File: src/rtl/spi_slave.sv
// SPI target: oversamples SCLK/CS/MOSI on GCLK, supports modes 0-3 and 32/16/8/4-bit words, MSB first.
// Optional receive-overrun tracking (rx_ack_i/overrun_o) is enabled by defining SPI_SLAVE_OVERRUN_EN.
module spi_slave #(
  parameter int   SYNC_STAGES = 2,
  parameter logic MISO_IDLE   = 1'b0
) (
  input  logic        GCLK,
  input  logic        RST,
  input  logic [1:0]  spi_mode_i,
  input  logic [1:0]  word_len_i,
  input  logic [31:0] tx_data_i,
  output logic [31:0] rx_data_o,
  output logic        rx_valid_o,
  output logic        busy_o,
  output logic        frame_err_o,
`ifdef SPI_SLAVE_OVERRUN_EN
  input  logic        rx_ack_i,
  output logic        overrun_o,
`endif
  input  logic        SCLK_i,
  input  logic        CS_i,
  input  logic        MOSI_i,
  output logic        MISO_o
);

  typedef enum logic {IDLE, ACTIVE} state_t;

  function automatic logic [4:0] last_bit(input logic [1:0] len);
    case (len)
      2'd0:    return 5'd31;
      2'd1:    return 5'd15;
      2'd2:    return 5'd7;
      default: return 5'd3;
    endcase
  endfunction

  function automatic logic [31:0] len_mask(input logic [1:0] len);
    case (len)
      2'd0:    return 32'hFFFF_FFFF;
      2'd1:    return 32'h0000_FFFF;
      2'd2:    return 32'h0000_00FF;
      default: return 32'h0000_000F;
    endcase
  endfunction

  logic [SYNC_STAGES-1:0] sclk_sync_q, cs_sync_q, mosi_sync_q;
  logic                   sclk_hist_q, cs_hist_q;
  logic [SYNC_STAGES:0]   flush_q;

  // NOTE: sequential state uses non-blocking (<=) so every flop samples pre-edge values.
  // NOTE: CS synchronizer resets high (inactive) so reset never fakes a chip-select assertion.
  always_ff @(posedge GCLK) begin
    if (RST) begin
      sclk_sync_q <= '0;
      cs_sync_q   <= '1;
      mosi_sync_q <= '0;
      sclk_hist_q <= 1'b0;
      cs_hist_q   <= 1'b1;
      flush_q     <= '0;
    end else begin
      sclk_sync_q <= {sclk_sync_q[SYNC_STAGES-2:0], SCLK_i};
      cs_sync_q   <= {cs_sync_q[SYNC_STAGES-2:0], CS_i};
      mosi_sync_q <= {mosi_sync_q[SYNC_STAGES-2:0], MOSI_i};
      sclk_hist_q <= sclk_sync_q[SYNC_STAGES-1];
      cs_hist_q   <= cs_sync_q[SYNC_STAGES-1];
      flush_q     <= {flush_q[SYNC_STAGES-1:0], 1'b1};
    end
  end

  logic sclk_s, cs_s, mosi_s;
  logic sclk_rise, sclk_fall, cs_rise, cs_fall;
  logic sample_edge, shift_edge;

  state_t      state_q;
  logic [1:0]  mode_q, len_q;
  logic [31:0] tx_shift_q, rx_shift_q;
  logic [4:0]  bit_cnt_q;
  logic        seen_sample_q, word_done_q, armed_q;

  assign sclk_s    = sclk_sync_q[SYNC_STAGES-1];
  assign cs_s      = cs_sync_q[SYNC_STAGES-1];
  assign mosi_s    = mosi_sync_q[SYNC_STAGES-1];
  assign sclk_rise = sclk_s & ~sclk_hist_q;
  assign sclk_fall = ~sclk_s & sclk_hist_q;
  assign cs_rise   = cs_s & ~cs_hist_q;
  assign cs_fall   = ~cs_s & cs_hist_q;

  // Modes 0 and 3 (CPOL == CPHA) sample on rising SCLK, modes 1 and 2 on falling.
  assign sample_edge = (mode_q[1] ^ mode_q[0]) ? sclk_fall : sclk_rise;
  assign shift_edge  = (mode_q[1] ^ mode_q[0]) ? sclk_rise : sclk_fall;

  always_ff @(posedge GCLK) begin
    if (RST) begin
      state_q       <= IDLE;
      mode_q        <= 2'd0;
      len_q         <= 2'd0;
      tx_shift_q    <= '0;
      rx_shift_q    <= '0;
      bit_cnt_q     <= 5'd0;
      seen_sample_q <= 1'b0;
      word_done_q   <= 1'b0;
      armed_q       <= 1'b0;
      rx_data_o     <= '0;
      rx_valid_o    <= 1'b0;
      busy_o        <= 1'b0;
      frame_err_o   <= 1'b0;
      MISO_o        <= MISO_IDLE;
    end else begin
      rx_valid_o  <= 1'b0;
      frame_err_o <= 1'b0;
      word_done_q <= 1'b0;

      if (word_done_q) begin
        rx_data_o  <= rx_shift_q & len_mask(len_q);
        rx_valid_o <= 1'b1;
      end

      case (state_q)
        IDLE: begin
          busy_o <= 1'b0;
          MISO_o <= MISO_IDLE;
          // Only a CS seen high after reset may start a frame; a CS held low across reset is ignored.
          if (flush_q[SYNC_STAGES] && cs_s && cs_hist_q)
            armed_q <= 1'b1;
          if (cs_fall && armed_q) begin
            mode_q        <= spi_mode_i;
            len_q         <= word_len_i;
            tx_shift_q    <= tx_data_i;
            bit_cnt_q     <= last_bit(word_len_i);
            seen_sample_q <= 1'b0;
            busy_o        <= 1'b1;
            if (!spi_mode_i[0])
              MISO_o <= tx_data_i[last_bit(word_len_i)];
            state_q <= ACTIVE;
          end
        end

        ACTIVE: begin
          if (sample_edge) begin
            rx_shift_q    <= {rx_shift_q[30:0], mosi_s};
            seen_sample_q <= 1'b1;
            if (bit_cnt_q == 5'd0) begin
              word_done_q <= 1'b1;
              bit_cnt_q   <= last_bit(len_q);
              tx_shift_q  <= tx_data_i;
            end else begin
              bit_cnt_q <= bit_cnt_q - 5'd1;
            end
          end else if (shift_edge && (mode_q[0] || seen_sample_q)) begin
            MISO_o <= tx_shift_q[bit_cnt_q];
          end

          if (cs_rise) begin
            if (!(sample_edge && bit_cnt_q == 5'd0) && bit_cnt_q != last_bit(len_q))
              frame_err_o <= 1'b1;
            busy_o  <= 1'b0;
            MISO_o  <= MISO_IDLE;
            state_q <= IDLE;
          end
        end

        default: state_q <= IDLE;
      endcase
    end
  end

`ifdef SPI_SLAVE_OVERRUN_EN
  logic rx_pending_q;

  // Acknowledge beats a simultaneous new word; overrun stays set until reset.
  always_ff @(posedge GCLK) begin
    if (RST) begin
      rx_pending_q <= 1'b0;
      overrun_o    <= 1'b0;
    end else begin
      if (rx_valid_o && rx_pending_q)
        overrun_o <= 1'b1;
      if (rx_ack_i)
        rx_pending_q <= 1'b0;
      else if (rx_valid_o)
        rx_pending_q <= 1'b1;
    end
  end
`endif

endmodule

File: config.mk
export PLATFORM = sky130hd
export DESIGN_NAME = spi_slave
export DESIGN_NICKNAME = d
export VERILOG_FILES = /design/src/rtl/spi_slave.sv
export SDC_FILE = /design/constraint.sdc
export NUM_CORES = 1
export LEC_CHECK = 0
export BUFFER_PORTS_ARGS = -buffer_cell sky130_fd_sc_hd__buf_2
export CAP_MARGIN = 15
export CORE_MARGIN = 10
export CORE_UTILIZATION = 45
export DETAILED_ROUTE_END_ITERATION = 10
export PLACE_DENSITY = 0.77
export SKIP_LAST_GASP = 1
export SYNTH_ARGS = -nofsm -noshare
export SYNTH_HDL_FRONTEND = slang
export SYNTH_SLANG_ARGS = --single-unit
File: constraint.sdc
create_clock -name GCLK -period 5.77 [get_ports GCLK]
set_clock_uncertainty 0.2 [all_clocks]
set_input_delay 0.577 -clock GCLK [delete_from_list [all_inputs] [get_ports GCLK]]
set_output_delay 0.577 -clock GCLK [all_outputs]
set_load 0.05 [all_outputs]
==> flow_summary.json, run 1 <==
{
  "max_freq_mhz": 387,
  "antenna_found_initial": 0,
  "utilization": 0.549,
  "layout_common_cells": "dfxtp_1 (124), nand2_1 (84), buf_2 (75)",
  "clkSlewWorstSetupHoldPaths_ns": 0.06,
  "worstSetupEndpointType": "register",
  "crit_chain": "nor2b_1 -> and3b_1 -> a31oi_4 -> buf_4 -> mux2i_1 -> nor2_1",
  "period_share": 0.447,
  "layout_commonest_cell": "dfxtp_1",
  "synth_area_um2": 4890,
  "yosysUniqueCellTypes": 41,
  "grt.total_usage": 0.140,
  "num_vias": 3812,
  "synth_compound_area_frac": 0.107,
  "gp_congestion": 0.830,
  "seq_area_um2": 2480,
  "synth_top_area_frac": 0.508,
  "syn_to_final_growth_pct": 20.5,
  "portBuffers": 76,
  "worstSetupPathType": "register to register",
  "ir_worst_vdd_mv": 0.196,
  "die_area_um2": 15400,
  "cts_hold_buf": 0,
  "synth_top_family_by_area": "simple AND/OR/NAND/NOR gates",
  "rrSetupSlack_ns": 3.19,
  "worstPathRequired_ns": 5.94,
  "drv_cap": 0,
  "synth-simple-area-share": 0.206,
  "synth-seq-cells": 124,
  "startpoint": "state_q",
  "clkSinkCount": 124,
  "startpoint_type": "register",
  "nFillCells": 990,
  "synth_nets": 571,
  "async_reset_ff_frac": 0,
  "core-area_um2": 10700,
  "drc": 0,
  "cp_data_arrival_time_ns": 2.75,
  "die-height_um": 124,
  "slew_viol_final": 0,
  "tightest_slew_ns": 1.03,
  "r2r-start": "state_q",
  "netlist_instances": 528,
  "cts-root-buf": "clkbuf_8",
  "dp_hpwl_mm": 7.16,
  "cts_max_level": 4,
  "final_nets": 633,
  "finalHoldViolCount": 0,
  "yosysSeqAreaShare": 0.508,
  "relSlewSlack": 0.312,
  "grt_max_degree": 72,
  "vias_per_cell": 5.13,
  "fin_crit_ns": 2.58,
  "grt_pass1_wl_mm": 18.3,
  "ant_nets": 0,
  "routedWlPerCell_um": 14.4,
  "cts_made_buffers": 17,
  "avgSynthCellArea_um2": 9.26,
  "num_rows": 38,
  "p_per_area_nw_per_um2": 333,
  "overflow": 0,
  "multiInputGateArea_um2": 2210,
  "status": "finished, final reports clean",
  "first_pass_iters": 4,
  "tns_ns": 0,
  "drtIter0Drc": 347,
  "setup_viol": 0,
  "synth-xor-area-share": 0.00537,
  "synthTopCellsByArea": "dfxtp_1 (51%), mux2i_1 (8.0%), a21oi_1 (7.2%)",
  "die_w_um": 124,
  "ios": 77,
  "antenna_cells": 0,
  "post_cts_buffers": 0,
  "hp-class": "input port to register",
  "ys_warn_count": 0,
  "start_util": 0.455,
  "synth_fa_ha_area_frac": 0.00512,
  "rsz0062_at_grt": "no",
  "whs_ns": 0.0650,
  "synth_edf_count": 0,
  "synthMuxAreaShare": 0.129,
  "hp-start": "CS_i",
  "grt_pass1_vias": 3834,
  "cts_tree": "built",
  "cts_resized": 0,
  "drive_gt1_frac": 0.211,
  "leakagePower_nw": 2.50,
  "synth_largest_area_cell": "dfxtp_1",
  "clk_path_buf_depth": 2,
  "slowest_delay_ns": 0.70,
  "worstSkewPairLatency_ns": 0.50,
  "wirelength_mm": 10.7,
  "synth_ff_type": "dfxtp_1",
  "cp_slowest_cell": "dfxtp_1",
  "worst-path-max-fanout": 32
}
layout make-up:
class	instances	share of cell area
inverter	4	0.00255
tap	140	0.0297
sequential	124	0.421
timing repair buffer	80	0.0700
clock inverter	13	0.0282
multi-input combinational	363	0.375
clock buffer	19	0.0732
worst max-delay path, delay by kind of cell, from the launching register on:
| kind | cells | cell delay, ns |
|---|---|---|
| DFF | 1 | 0.70 |
| and+or+nand+nor | 3 | 0.59 |
| muxes | 1 | 0.27 |
| AOI/OAI and AO/OA | 1 | 0.20 |
| buffers and inverters | 1 | 0.48 |
through the flow:
stage                     setup slack, ns  power (mW)  cells  instance area (um^2)
after floorplan                      3.81       0.914    528                  4890
after global placement               3.26       0.934    711                  5300
after detailed placement             3.21       0.936    711                  5300
after CTS                            3.17        1.99    743                  5890
after global routing                 2.97        2.03    743                  5890
final                                3.19        1.96    743                  5890
logic make-up (layout without fill, tap and decap cells):
family                     count (synthesis)  count (layout)
and+or+nand+nor                          217             217
DFF                                      124             124
AOI/OAI and AO/OA                         91              91
muxes                                     50              50
buffers and inverters                     41             116
xor gates and xnor gates                   3               3
adders and majority gates                  2               2
routing by layer:
metal  vias to the layer above  track usage  share of wire
met4                         0       0.0603          0.011
met2                        88        0.220           0.49
li1                       1907            -              -
met3                         6       0.0464          0.042
met5                         -            0              0
met1                      1811        0.170           0.45
power breakdown:
| group | switching [mW] | leakage [nW] | internal [mW] |
|---|---|---|---|
| logic | 0.0282 | 1.22 | 0.0216 |
| clock network | 0.374 | 0.284 | 0.671 |
| registers | 0.00475 | 1.00 | 0.863 |
| total | 0.407 | 2.50 | 1.56 |
registers in the layout, indices dropped and copies added, names as in the netlist:
name,count
flush_q,3
armed_q,1
cs_hist_q,1
frame_err_o,1
bit_cnt_q,5
MISO_o,1
sclk_sync_q,2
cs_sync_q,2
rx_valid_o,1
mosi_sync_q,2
state_q,1
seen_sample_q,1
word_done_q,1
tx_shift_q,32
mode_q,2
sclk_hist_q,1
rx_shift_q,32
busy_o,1
rx_data_o,32
len_q,2
final timing paths:
path / endpoint / depth (start not counted)
min: cs_sync_q[0] / 2
max reg2reg: tx_shift_q[31] / 6
min reg2reg: cs_sync_q[1] / 1
max: tx_shift_q[31] / 6
synthesized netlist by cell type (2+ instances only):
| cell | instances |
|---|---|
| dfxtp_1 | 124 |
| nand2_1 | 84 |
| a21oi_1 | 70 |
| nor2_1 | 64 |
| mux2i_1 | 39 |
| nor2b_1 | 26 |
| clkbuf_1 | 23 |
| nand2b_1 | 16 |
| mux4_2 | 10 |
| nand3b_1 | 9 |
| buf_2 | 8 |
| nand3_1 | 7 |
| inv_1 | 4 |
| buf_4 | 3 |
| buf_6 | 3 |
| o21ai_0 | 3 |
| or2_2 | 3 |
| a21boi_0 | 2 |
| a221oi_1 | 2 |
| a31oi_1 | 2 |
| and2_1 | 2 |
| ha_1 | 2 |
| nand4_1 | 2 |
| nor3_1 | 2 |
| xor2_1 | 2 |
No activity file was read; power rests on OpenSTA's default activity.
==> run 2: changes to the inputs <==
Settings changed: ABC_AREA set to 1.
Clock period 5.77 ns to 2.6 ns, I/O delays scaled along.
==> run 2 against run 1 <==
  * Clock-buffer cell count up 1
  * Die area up 0.62%
  * Utilization up 4.4 points
  * Final area up 8.6%
  * Worst setup slack worse by 3.0 ns
  * Hold slack better by 0.14 ns
  * Clock power up 130%
  * Sequential cell count unchanged
  * Critical endpoint is now tx_shift_q[6]
  * Largest cell class unchanged
==> flow_summary.json, run 2 <==
{
  "placedCellCount": 819,
  "tns_ns": 0,
  "antenna_cells": 0,
  "synth_top_family_by_area": "compound AO/OA/AOI/OAI gates",
  "finalInstanceArea_um2": 6400,
  "synth_common_cells": "dfxtp_1 (124), nand2_1 (116), a21oi_1 (66)",
  "cts_tree": "built",
  "worstSetupEndpointType": "register",
  "p_per_area_nw_per_um2": 712,
  "leakagePower_nw": 2.65,
  "synth_edf_count": 0,
  "async_reset_ff_frac": 0,
  "wirelength_mm": 12.1,
  "vias_per_cell": 5.01,
  "grt.total_usage": 0.157,
  "die_area_um2": 15500,
  "worst-path-max-fanout": 29,
  "setup_slack_ns": 0.217,
  "seq_area_um2": 2480,
  "synth_compound_area_frac": 0.216,
  "startpoint_type": "register",
  "layout_common_cells": "dfxtp_1 (124), nand2_1 (115), buf_2 (76)",
  "synth_fa_ha_area_frac": 0.00508,
  "reg_top3": "rx_data_o: 32 flops, rx_shift_q: 32 flops, tx_shift_q: 32 flops",
  "yosysSeqAreaShare": 0.504,
  "portBuffers": 76,
  "cts-root-buf": "clkbuf_8",
  "worstSetupPathType": "register to register",
  "status": "finished, final reports clean",
  "final_cells": 891,
  "ir_worst_vdd_mv": 0.424,
  "yosysUniqueCellTypes": 32,
  "grt_pass1_wl_mm": 20.8,
  "routedWlPerCell_um": 13.5,
  "ys_warn_count": 0,
  "rsz0062_at_grt": "no",
  "synthTopCellsByArea": "dfxtp_1 (50%), nand2_1 (8.8%), a21oi_1 (6.7%)",
  "synth_nets": 678,
  "grt_max_degree": 46,
  "dp_hpwl_mm": 7.74,
  "drv_cap": 0,
  "netlist_instances": 635,
  "synth-xor-area-share": 0.00533,
  "synth_area_um2": 4930,
  "worstPathRequired_ns": 2.80,
  "overflow": 0,
  "core-area_um2": 10800,
  "synth_largest_area_cell": "dfxtp_1",
  "whs_ns": 0.202,
  "cts_max_level": 4,
  "drtIter0Drc": 235,
  "gp_congestion": 0.855,
  "num_rows": 38,
  "worstSkewPairLatency_ns": 0.53,
  "synthMuxAreaShare": 0,
  "tightest_slew_ns": 0.712,
  "synth-seq-cells": 124,
  "slew_viol_final": 0,
  "max_freq_mhz": 420,
  "pre_cts_slack_ns": 0.272,
  "clkSlewWorstSetupHoldPaths_ns": 0.06,
  "num_vias": 4467,
  "synth_ff_type": "dfxtp_1",
  "finalHoldViolCount": 0,
  "clk_path_buf_depth": 2,
  "period_share": 0.917,
  "hp-class": "register to register",
  "drive_gt1_frac": 0.210,
  "multiInputGateArea_um2": 2030,
  "die_w_um": 125,
  "drc": 0,
  "ios": 77,
  "ant_nets": 0,
  "dpl-instance-area_um2": 5380,
  "clkSinkCount": 124,
  "cts_made_buffers": 17,
  "start_util": 0.457,
  "avgSynthCellArea_um2": 7.76,
  "grt_pass1_vias": 4482,
  "yosysMostFrequentCell": "dfxtp_1",
  "first_pass_iters": 5,
  "final_nets": 781,
  "synth-simple-area-share": 0.186,
  "nFillCells": 934,
  "relSlewSlack": 0.525,
  "cp_data_arrival_time_ns": 2.58,
  "setup_viol": 0,
  "fin_crit_ns": 2.38,
  "antenna_found_initial": 0,
  "layout_commonest_cell": "dfxtp_1",
  "syn_to_final_growth_pct": 29.9,
  "synth_top_area_frac": 0.504,
  "die-height_um": 125
}
[run 2: power breakdown]
part	switching, mW	leakage, nW	total, mW	internal [mW]
Sequential	0.0101	1.00	1.93	1.92
Clock	0.866	0.286	2.41	1.54
Combinational	0.112	1.36	0.215	0.103
Total	0.988	2.65	4.56	3.57
[run 2: path summary, 6_finish.rpt]
| check | slack (ns) | to | from | cells past startpoint |
|---|---|---|---|---|
| setup / recovery | 0.22 | tx_shift_q[6] | bit_cnt_q[1] | 8 |
| hold / removal | 0.20 | sclk_sync_q[1] | sclk_sync_q[0] | 2 |
| setup reg to reg | 0.22 | tx_shift_q[6] | bit_cnt_q[1] | 8 |
| hold reg to reg | 0.20 | sclk_sync_q[1] | sclk_sync_q[0] | 2 |
[run 2: metal layers]
layer	track usage	part of all wire	vias up
li1	-	-	2286
met1	0.181	0.44	2049
met2	0.259	0.48	104
met3	0.0506	0.051	28
met4	0.0740	0.025	0
met5	0	0	-
[run 2: cell families after synthesis]
logic type | after synthesis
xor gates and xnor gates | 3
buffers and inverters | 99
AOI/OAI and AO/OA | 185
adders and majority gates | 2
DFF | 124
and+or+nand+nor | 222
[run 2: cell type report]
type                            instances  share of cell area
Multi-Input combinational cell        412               0.318
Tap cell                              140              0.0274
Inverter                               58              0.0340
Timing Repair Buffer                  125               0.136
Clock buffer                           20              0.0712
Clock inverter                         12              0.0254
Sequential cell                       124               0.388
[run 2: critical path: stages, from the launching register on]
cell     delay (ns)
dfxtp_1        0.38
inv_1          0.34
ha_1           0.31
nand4_2        0.21
o21ai_1        0.20
nand2_2        0.08
buf_4          0.26
o21ai_0        0.20
a21oi_1        0.06
[run 2: through the flow]
stage                util  total power, mW
finish              0.593             4.56
global route        0.593             4.71
CTS                 0.593             4.60
detailed placement  0.499             2.14
global placement    0.499             2.14
floorplan               -             2.08
[run 2: repair_timing]
| action | CTS | global route |
|---|---|---|
| endpoints found under the setup margin | 0 | 0 |
| resized for setup | 0 | 0 |
| buffers inserted | 0 | 0 |
| endpoints found under the hold margin | 44 | 0 |
| hold buffers | 40 | 0 |
==> run 3: changes to the inputs <==
==> constraint.sdc (replaced) <==
create_clock -name GCLK -period 2.6 [get_ports GCLK]
set_clock_uncertainty 0.2 [all_clocks]
set_input_delay 0.39 -clock GCLK [delete_from_list [all_inputs] [get_ports GCLK]]
set_output_delay 0.39 -clock GCLK [all_outputs]
set_load 0.05 [all_outputs]
==> run 3 against run 2 <==
  * Worst setup slack improved by 0.075 ns
  * Sequential cell count did not move
  * Final cell count did not move
  * First-iteration DRC count rose by 19%
  * Die area did not move
  * Register-to-register slack improved by 0.08 ns
  * Fmax rose by 3.3%
  * Non-clock buffer count did not move
  * Hold slack got worse by 0.15 ns
  * Critical path depth did not move
  * Sequential share of layout area rose by 0.28 points
  * Largest cell class unchanged
==> flow_summary.json, run 3 (synthesis results as in run 2) <==
{
  "status": "finished, final reports clean",
  "grt.met3_usage": 0.0617,
  "max_freq_mhz": 433,
  "r2r-start": "bit_cnt_q[1]",
  "vias_per_cell": 4.94,
  "relSlewSlack": 0.522,
  "finalHoldViolCount": 0,
  "core-area_um2": 10800,
  "clkSlewWorstSetupHoldPaths_ns": 0.06,
  "worstSkewPairLatency_ns": 0.53,
  "busiest_layer": "met2",
  "dp_hpwl_mm": 7.93,
  "nFillCells": 917,
  "final_nets": 781,
  "seq_area_um2": 2480,
  "die_area_um2": 15500,
  "worstSetupPathType": "register to register",
  "gp_congestion": 0.858,
  "cp_data_arrival_time_ns": 2.51,
  "drive_gt1_frac": 0.212,
  "drc": 0,
  "antenna_found_initial": 0,
  "wirelength_mm": 12.1,
  "routedWlPerCell_um": 13.5,
  "first_pass_iters": 5,
  "pre_cts_slack_ns": 0.309,
  "portBuffers": 76,
  "grt_max_degree": 41,
  "reg_top3": "rx_data_o: 32 flops, rx_shift_q: 32 flops, tx_shift_q: 32 flops",
  "cts_resized": 0,
  "leakagePower_nw": 2.64,
  "die_w_um": 125,
  "num_vias": 4400,
  "cts_max_level": 4,
  "startpoint_type": "register",
  "grt.total_usage": 0.155,
  "die-height_um": 125,
  "reg2reg_to": "tx_shift_q[6]",
  "fin_crit_ns": 2.31,
  "grt_pass1_vias": 4420,
  "cts_tree": "built",
  "grt_pass1_wl_mm": 20.4,
  "crit_path_end": "tx_shift_q[6]",
  "num_rows": 38,
  "startpoint": "bit_cnt_q[1]",
  "drv_cap": 0,
  "ios": 77,
  "rsz0062_at_grt": "no",
  "setup_slack_ns": 0.292,
  "gr-usage-met2": 0.260,
  "period_share": 0.888,
  "p_per_area_nw_per_um2": 704,
  "r2r_cells": 8,
  "slew_viol_final": 0,
  "start_util": 0.457,
  "clkSinkCount": 124,
  "met1_usage": 0.174,
  "antenna_cells": 0,
  "cts-root-buf": "clkbuf_8",
  "worst-path-max-fanout": 29,
  "ant_nets": 0,
  "multiInputGateArea_um2": 2030,
  "worstSetupEndpointType": "register",
  "layout_common_cells": "dfxtp_1 (124), nand2_1 (115), buf_2 (76)",
  "layout_commonest_cell": "dfxtp_1",
  "clk_path_buf_depth": 2,
  "cts_made_buffers": 17,
  "overflow": 0,
  "hp-class": "input port to register",
  "setup_viol": 0,
  "drtIter0Drc": 279,
  "syn_to_final_growth_pct": 28.9,
  "worstPathRequired_ns": 2.80,
  "tightest_slew_ns": 0.716,
  "rrSetupSlack_ns": 0.29,
  "ir_worst_vdd_mv": 0.638,
  "tns_ns": 0
}
==> run 3: cell count changes in the layout (fill, tap and decap cells not counted), sizes merged <==
cell / before / now
clkinv: 4 / 8
buf: 85 / 87
clkbuf: 20 / 18
clkinvlp: 5 / 3
dlygate4sd3: 40 / 38
==> run 3: timing repair <==
action	4_1_cts	5_1_grt
hold buffers	38	0
buffers inserted	0	0
endpoints found under the setup margin	0	0
hold endpoints to repair	39	0
==> run 3: critical path: stages, from the launching register on <==
cell     delay (ns)
dfxtp_1        0.38
inv_1          0.32
ha_1           0.31
nand4_2        0.20
o21ai_1        0.20
nand2_2        0.08
buf_4          0.26
o21ai_0        0.20
a21oi_1        0.05
==> run 3: final cells by class <==
cell class,count,share of cell area
clock buffer,18,0.0658
clock inverter,14,0.0270
inverter,58,0.0343
multi-input combinational,412,0.320
sequential,124,0.391
tap,140,0.0276
timing repair buffer,125,0.135
==> run 3: per-layer routing <==
| metal | vias to the layer above | share of wire |
|---|---|---|
| met4 | 0 | 0.011 |
| met5 | - | 0 |
| met1 | 2011 | 0.44 |
| met3 | 12 | 0.058 |
| li1 | 2287 | - |
| met2 | 90 | 0.50 |
==> run 3: how the worst min path moves through the flow <==
stage	startpoint	to	slack, ns	depth (start not counted)
3_3_place_gp	mosi_sync_q[0]	mosi_sync_q[1]	0.19	2
3_5_place_dp	flush_q[1]	flush_q[2]	0.20	2
4_1_cts	word_len_i[1]	bit_cnt_q[3]	0.02	3
5_1_grt	word_len_i[1]	bit_cnt_q[3]	0.04	3
2_1_floorplan	flush_q[0]	flush_q[1]	0.19	2
6_report	word_len_i[1]	bit_cnt_q[2]	0.06	4
==> run 3: metrics by stage <==
| stage | std cells | utilization | power, mW | hold WS, ns | cell area [um^2] |
|---|---|---|---|---|---|
| 6_report | 891 | 0.589 | 4.47 | 0.0557 | 6350 |
| 3_3_place_gp | 821 | 0.499 | 2.14 | 0.190 | 5380 |
| 5_1_grt | 891 | 0.589 | 4.63 | 0.0432 | 6350 |
| 2_1_floorplan | 635 | - | 2.08 | 0.188 | 4930 |
| 3_5_place_dp | 821 | 0.499 | 2.14 | 0.195 | 5380 |
| 4_1_cts | 891 | 0.589 | 4.51 | 0.0211 | 6350 |
==> run 3: power breakdown <==
group / switching, mW / internal (mW) / total (mW)
registers: 0.0102 / 1.92 / 1.93
clock network: 0.865 / 1.46 / 2.33
logic: 0.112 / 0.101 / 0.214
total: 0.988 / 3.49 / 4.47
